`config.mk`:
```
export PLATFORM = sky130hd
export DESIGN_NAME = acondicionador_pulsadores_ad
export DESIGN_NICKNAME = d
export VERILOG_FILES = /design/src/rtl/acondicionador_pulsadores_ad.sv
export SDC_FILE = /design/constraint.sdc
export NUM_CORES = 1
export LEC_CHECK = 0
export BUFFER_PORTS_ARGS = -buffer_cell sky130_fd_sc_hd__buf_2
export CAP_MARGIN = 20
export CORE_ASPECT_RATIO = 1.5
export CORE_MARGIN = 1.5
export CORE_UTILIZATION = 47
export CTS_CLUSTER_SIZE = 16
export DETAILED_ROUTE_END_ITERATION = 16
export HOLD_SLACK_MARGIN = 0.05
export SYNTH_ARGS = -nofsm -noshare
export SYNTH_HDL_FRONTEND = slang
export SYNTH_SLANG_ARGS = --single-unit
```
`constraint.sdc`:
```
create_clock -name clk -period 4.7 [get_ports clk]
set_clock_uncertainty 0.15 [all_clocks]
set_input_delay 0.235 -clock clk [delete_from_list [all_inputs] [get_ports clk]]
set_output_delay 0.235 -clock clk [all_outputs]
set_load 0.005 [all_outputs]
```
`src/rtl/acondicionador_pulsadores_ad.sv`:
```
// Push-button conditioner: two-flop synchronizer and debouncer per button, then a shared FSM
// issuing one-cycle enUP/enDOWN pulses. Define AUTOREPEAT_EN to enable auto-repeat while held.
module acondicionador_pulsadores_ad #(
  parameter int unsigned DEB_CYCLES  = 4,
  parameter int unsigned HOLD_CYCLES = 20,
  parameter int unsigned REP_CYCLES  = 8,
  parameter int unsigned CNT_W       = 24
) (
  input  logic clk,
  input  logic reset,
  input  logic btn_up,
  input  logic btn_down,
  output logic enUP,
  output logic enDOWN
);

  if (DEB_CYCLES < 1 || 64'(DEB_CYCLES) >= (64'd1 << CNT_W)) begin : g_bad_deb
    $error("DEB_CYCLES must be >= 1 and < 2**CNT_W");
  end
  if (HOLD_CYCLES < 2 || 64'(HOLD_CYCLES) >= (64'd1 << CNT_W)) begin : g_bad_hold
    $error("HOLD_CYCLES must be >= 2 and < 2**CNT_W");
  end
  if (REP_CYCLES < 2 || 64'(REP_CYCLES) >= (64'd1 << CNT_W)) begin : g_bad_rep
    $error("REP_CYCLES must be >= 2 and < 2**CNT_W");
  end

  localparam logic [CNT_W-1:0] DEB_LAST = CNT_W'(DEB_CYCLES - 1);
`ifdef AUTOREPEAT_EN
  localparam logic [CNT_W-1:0] HOLD_LAST = CNT_W'(HOLD_CYCLES - 1);
  localparam logic [CNT_W-1:0] REP_LAST  = CNT_W'(REP_CYCLES - 1);
`endif

  typedef enum logic [1:0] {IDLE, ARMED, REPEAT, LOCK} state_t;
  typedef enum logic {DIR_UP, DIR_DOWN} dir_t;

  // Bit 0 is the up button, bit 1 the down button throughout.
  logic [1:0] raw;
  logic [1:0] s1;
  logic [1:0] s2;
  logic [1:0] stable;

  assign raw = {btn_down, btn_up};

  // NOTE: sequential state uses non-blocking assignments so every flop samples pre-edge values.
  // NOTE: synchronizer flops are reset as well, so a button held across reset is seen as a fresh press.
  always_ff @(posedge clk or negedge reset) begin
    if (!reset) begin
      s1 <= '0;
      s2 <= '0;
    end else begin
      s1 <= raw;
      s2 <= s1;
    end
  end

  for (genvar i = 0; i < 2; i++) begin : g_deb
    logic [CNT_W-1:0] deb_tmr;
    logic             st;

    // Accept a new level only after it has differed from the current one for DEB_CYCLES samples.
    always_ff @(posedge clk or negedge reset) begin
      if (!reset) begin
        deb_tmr <= '0;
        st      <= 1'b0;
      end else if (s2[i] == st) begin
        deb_tmr <= '0;
      end else if (deb_tmr == DEB_LAST) begin
        st      <= s2[i];
        deb_tmr <= '0;
      end else begin
        deb_tmr <= deb_tmr + CNT_W'(1);
      end
    end

    assign stable[i] = st;
  end

  logic up_st;
  logic dn_st;
  assign up_st = stable[0];
  assign dn_st = stable[1];

  state_t           state;
  state_t           state_nx;
  dir_t             dir;
  dir_t             dir_nx;
  logic [CNT_W-1:0] tmr;
  logic [CNT_W-1:0] tmr_nx;
  logic             up_nx;
  logic             dn_nx;
  logic             sel_held;
  logic             opp_held;

  assign sel_held = (dir == DIR_UP) ? up_st : dn_st;
  assign opp_held = (dir == DIR_UP) ? dn_st : up_st;

  // NOTE: every always_comb output is defaulted first, so no path can infer a latch.
  always_comb begin
    state_nx = state;
    dir_nx   = dir;
    tmr_nx   = tmr;
    up_nx    = 1'b0;
    dn_nx    = 1'b0;
    unique case (state)
      IDLE: begin
        tmr_nx = '0;
        if (up_st && !dn_st) begin
          up_nx    = 1'b1;
          dir_nx   = DIR_UP;
          state_nx = ARMED;
        end else if (dn_st && !up_st) begin
          dn_nx    = 1'b1;
          dir_nx   = DIR_DOWN;
          state_nx = ARMED;
        end else if (up_st && dn_st) begin
          state_nx = LOCK;
        end
      end
      ARMED: begin
        if (!sel_held) begin
          tmr_nx   = '0;
          state_nx = IDLE;
        end else if (opp_held) begin
          tmr_nx   = '0;
          state_nx = LOCK;
`ifdef AUTOREPEAT_EN
        end else if (tmr == HOLD_LAST) begin
          up_nx    = (dir == DIR_UP);
          dn_nx    = (dir == DIR_DOWN);
          tmr_nx   = '0;
          state_nx = REPEAT;
        end else begin
          tmr_nx = tmr + CNT_W'(1);
        end
`else
        end else begin
          tmr_nx = '0;
        end
`endif
      end
      REPEAT: begin
`ifdef AUTOREPEAT_EN
        if (!sel_held) begin
          tmr_nx   = '0;
          state_nx = IDLE;
        end else if (opp_held) begin
          tmr_nx   = '0;
          state_nx = LOCK;
        end else if (tmr == REP_LAST) begin
          up_nx  = (dir == DIR_UP);
          dn_nx  = (dir == DIR_DOWN);
          tmr_nx = '0;
        end else begin
          tmr_nx = tmr + CNT_W'(1);
        end
`else
        // Unreachable without auto-repeat; fall back to IDLE if ever entered.
        tmr_nx   = '0;
        state_nx = IDLE;
`endif
      end
      LOCK: begin
        tmr_nx = '0;
        if (!up_st && !dn_st) state_nx = IDLE;
      end
    endcase
  end

  always_ff @(posedge clk or negedge reset) begin
    if (!reset) begin
      state  <= IDLE;
      dir    <= DIR_UP;
      tmr    <= '0;
      enUP   <= 1'b0;
      enDOWN <= 1'b0;
    end else begin
      state  <= state_nx;
      dir    <= dir_nx;
      tmr    <= tmr_nx;
      enUP   <= up_nx;
      enDOWN <= dn_nx;
    end
  end

`ifndef SYNTHESIS
  a_exclusive : assert property (@(posedge clk) disable iff (!reset) !(enUP && enDOWN));
  a_up_single : assert property (@(posedge clk) disable iff (!reset) enUP |=> !enUP);
  a_dn_single : assert property (@(posedge clk) disable iff (!reset) enDOWN |=> !enDOWN);
`endif

endmodule

```
# Word-level counts from Yosys, hierarchy flattened
# Cells that the tools add are included.
# word_totals
register_bits	59
latchBits	0
mem_bits_rw	0
rom_bits	0
in_bits	4
out_inout_bits	2
wordCells	56
mem_count	0
# classes
n_addsub	2
n_mul	0
div	0
order_cmp	0
eq_ne	10
n_shift	0
n_mux	20
bitwise_logic	2
reduce_logical	12
# op_table
op	count
$mux W24	4
$add A24 B1 Y24 const B	2
$eq A24 B2 Y1 const B	2
$mux W2	6
$mux W1	9
$pmux W2 S4	1
$reduce_and A2 Y1	3
$eq A2 B2 Y1 const B	2
$logic_and A1 B1 Y1	4
$ne A4 B4 Y1 const B	1
$ne A3 B3 Y1 const B	1
$reduce_and A3 Y1	1
$eq A1 B1 Y1	2
$eq A2 B1 Y1 const B	1
$logic_not A1 Y1	2
$logic_not A2 Y1	1
$ne A2 B2 Y1 const B	1
$not A1 Y1	2
$reduce_bool A2 Y1	1

# Logic depth before layout (Yosys ltp)
# depth
ltp_word	5
ltp_mapped	6
ltp_nobuf	5

# Worst setup path before layout
# OpenSTA, ideal clock, no wires.
# synth_timing
path_kind	flip-flop to flip-flop
startpoint	register g_deb[1].deb_tmr[0]
endpoint	register g_deb[1].deb_tmr[22]
setup_time_ns	0.078
arrival_time_ns	1.815
t_required_ns	4.472
path_slack_ns	2.657
stages_incl_launch_ff	6
n_path_buf	0
synth_period_minus_slack_ns	2.043
path_cell_list	dfrtp_1 > ha_1 > nand3_2 > or4_1 > or3_1 > a21oi_1
# synth_between
elab_chain_len	3
word_cells_on_any_way	4
cone_classes	add/sub (1); eq/ne (1); mux (2)
# synth_rtl
element	line_no	source
start: declaration	57	logic [CNT_W-1:0] deb_tmr;
start signal: assignment	71	deb_tmr <= deb_tmr + CNT_W'(1);
$add A24 B1 Y24 or $eq A24 B2 Y1 (tied branches)	71, 67	
$mux W24 *	67	end else if (deb_tmr == DEB_LAST) begin
$mux W24 *	65	end else if (s2[i] == st) begin
# Mark *: on every way between the ends. The rest lies on a longest branch, timed or not.
# A chain may end at the register's enable or synchronous reset.

# Final worst setup path
# layout_timing
startpoint	register g_deb[0].deb_tmr[0]
endpoint	register g_deb[0].deb_tmr[23]
# layout_between
elab_chain_len	3
word_cells_on_any_way	4
cone_classes	add/sub (1); eq/ne (1); mux (2)
# layout_rtl
element	line_no
start: declaration	57
start signal: assignment	71
$add A24 B1 Y24 or $eq A24 B2 Y1 (tied branches)	71, 67
$mux W24 *	67
$mux W24 *	65
# Marked as above.

==> results.toml <==
[finish]
fillers = 555
post-route-util_pct = 54.1
stdcell_count = 396
layout-drive-gt1-share_pct = 8.70
diodes = 0
multi_input_area_mm2 = 0.00141
fin_nets = 330
area_delta_synth_final_pct = 11.7
regArea_mm2 = 0.00148

[synthesis]
synth_warnings = 0
synth_top_area_share_pct = 49.7
synth-seq-area-share_pct = 49.7
ys_types = 37
synth_area_leader_cell = "dfrtp_1"
synth_seq_cells = 59
yosys-top-cells-area = "dfrtp_1 (50%), xnor2_1 (5.6%), nor2_1 (5.2%)"
syn_avg_cell_area_um2 = 9.73
synth_flop_cell = "dfrtp_1"
postSynthCellCount = 305
synthArstFlopShare_pct = 100
syn-num-nets = 317
synth_edf_count = 0
syn-cell-area_mm2 = 0.00297

[timing]
finalCritPeriodShare_pct = 49.8
slew_headroom_pct = 51.9
min_period_ns = 2.34
setup_viol = 0
hold_ws_ns = 0.198
worst_slew_pin_slew_ns = 0.716
rsz0062_at_grt = "no"
final_max_slew_viol_count = 0
setup_ws_ns = 2.36
max_freq_ghz = 0.427
setup_tns_ns = 0
hold_violations = 0

[setup_path]
crit_slowest_cell = "o21ai_1"
cp_cell_sequence = "ha_1 > nor4b_1 > nand4_1 > o21ai_1 > buf_4 > o21ba_2"
endpoint_kind = "flip-flop"
critPathKind = "reg -> reg"
crit_path_start_kind = "flip-flop"
worstPathArrival_ns = 2.42
cp.required_ns = 4.77
cp_slowest_stage_delay_ns = 0.61
cp_max_fo = 12

[floorplanning]
chipHeight_um = 100
rows = 35
coreArea_mm2 = 0.00613
initial_core_util_pct = 48.4
die_w_um = 67.9
num_io_pins = 6
fp.dieArea_mm2 = 0.00681

[placement]
portBuffers = 5
place_congestion = 0.785
place_ws_ns = 2.39
place_inst = 378
hpwl_um = 4130

[drt]
vias = 2224
firstDrtPassIters = 4
ant_nets = 0
wl_um = 5950
dr.first_iter.drc_count = 101
remaining_drc_errors = 0
wl_per_cell_um = 15.0
avgViaCountPerCell = 5.62

[grt]
grt_overflow_total = 0
grt_max_degree = 60
antenna_found_initial = 0
grt_pass1_vias = 2206
grt_pass1_wl_um = 10300
grtUsageTotal_pct = 20.3

[hold_path]
holdCritPathClass = "reg -> reg"

[clocking]
clock-sinks = 59
clk-insertion-delay-late_ns = 0.34
cts.clk_slew.worst_paths_ns = 0.07
cts_buffers = 9
cts_root_buffer = "clkbuf_8"
cts_tree = "done"
clockBufferDepth = 2
post_cts_resized = 0
htree_levels = 3

[outcome]
outcome = "complete, no violations"

[pwr]
p_leak_uw = 0.00138
ir_drop_v = 0.000304
power_density_mw_per_mm2 = 415

[flow_run]
maxCapViolCount = 0
-- sequential cells by signal, summed over array words and instances, names as in the netlist --
signal         cells
g_deb.deb_tmr     48
s1                 2
s2                 2
state              2
dir                1
dn_st              1
enDOWN             1
enUP               1
g_deb.st           1
-- worst max-delay path: cells and delay by family (launching register included) --
| kind | cells | cell delay [ns] |
|---|---|---|
| flip-flops | 1 | 0.42 |
| adder cells (fa/ha/maj) | 1 | 0.16 |
| AND/OR/NAND/NOR | 2 | 0.39 |
| buffers and inverters | 1 | 0.31 |
| AO/OA/AOI/OAI | 2 | 0.78 |
-- kinds of logic (layout without fill, tap and decap cells) --
| family | after synthesis | count (layout) | share of synthesized area [%] |
|---|---|---|---|
| muxes | 6 | 6 | 2.11 |
| buffers and inverters | 22 | 39 | 2.87 |
| adders and majority gates | 8 | 8 | 3.37 |
| and+or+nand+nor | 142 | 142 | 25.7 |
| AOI/OAI and AO/OA | 38 | 38 | 7.42 |
| DFF | 59 | 59 | 49.7 |
| xor gates and xnor gates | 30 | 30 | 8.85 |
-- placed cells by master (no fill, tap or decap), drive strengths merged, types with 3 or more instances in the layout --
master	count
a21oi	15
inv	13
xor2	11
and4	5
ha	8
o21ai	13
buf	8
nor3	9
clkbuf	14
or4	4
and3	3
mux2i	4
nand4	13
dfrtp	59
or3	12
nand3	16
nand2	18
nor2	41
dlygate4sd3	3
xnor2	19
nor4	14
-- synthesized netlist by cell type, types with 2 or more instances --
cell type  instances
nor2_1            41
or3_1             12
buf_2              2
nor4_1            14
inv_1             13
o21ai_0           12
nand2_1           18
xor2_1            11
and4_1             5
or4_1              4
nor4b_1            2
clkbuf_1           7
mux2_2             2
dfrtp_1           59
o31ai_1            2
xnor2_1           19
a21oi_1           15
a211oi_1           2
nor3_1             9
ha_1               8
nand3_1           15
and3_1             3
nand4_1           12
mux2i_1            4
and2_1             2
-- path summary, 6_finish.rpt --
kind	start	to	slack [ns]	cells past startpoint
setup / recovery	g_deb[0].deb_tmr[0]	g_deb[0].deb_tmr[23]	2.36	6
hold / removal	s1[1]	s2[1]	0.20	0
setup reg to reg	g_deb[0].deb_tmr[0]	g_deb[0].deb_tmr[23]	2.36	6
hold reg to reg	s1[1]	s2[1]	0.20	0
max in group asynchronous	reset	g_deb[0].deb_tmr[23]	3.50	3
min in group asynchronous	reset	state[1]	0.42	3
-- repair_timing --
| action | in CTS | in global routing |
|---|---|---|
| hold buffers | 3 | 0 |
| endpoints found under the hold margin | 61 | 0 |
| setup buffers | 0 | 0 |
| setup endpoints to repair | 0 | 0 |
-- layout make-up --
type                       count  area share, %
clock buffer                  14           5.51
clock inverter                 1          0.906
inverter                      13           1.47
multi-input combinational    224           42.5
sequential                    59           44.5
tap                           74           2.79
timing repair buffer          11           2.34
-- metal layers --
metal  track usage, %  vias up  wire (um)
met4             8.62        0         91
met1             23.1     1079       2470
met5                0        -          0
met3             5.72        8        162
li1                 -     1110          -
met2             34.8       27       3220
-- power breakdown --
part	switching, uW	internal [uW]
Combinational	162	104
Clock	198	300
Sequential	57.2	555
Total	417	959
-- metrics by stage --
| stage | cell area, um^2 | power [uW] |
|---|---|---|
| floorplan | 2970 | 804 |
| global placement | 3070 | 881 |
| detailed placement | 3070 | 892 |
| CTS | 3320 | 1390 |
| global route | 3320 | 1470 |
| finish | 3320 | 1380 |
Note: power is estimated with default switching activity, not from simulation.
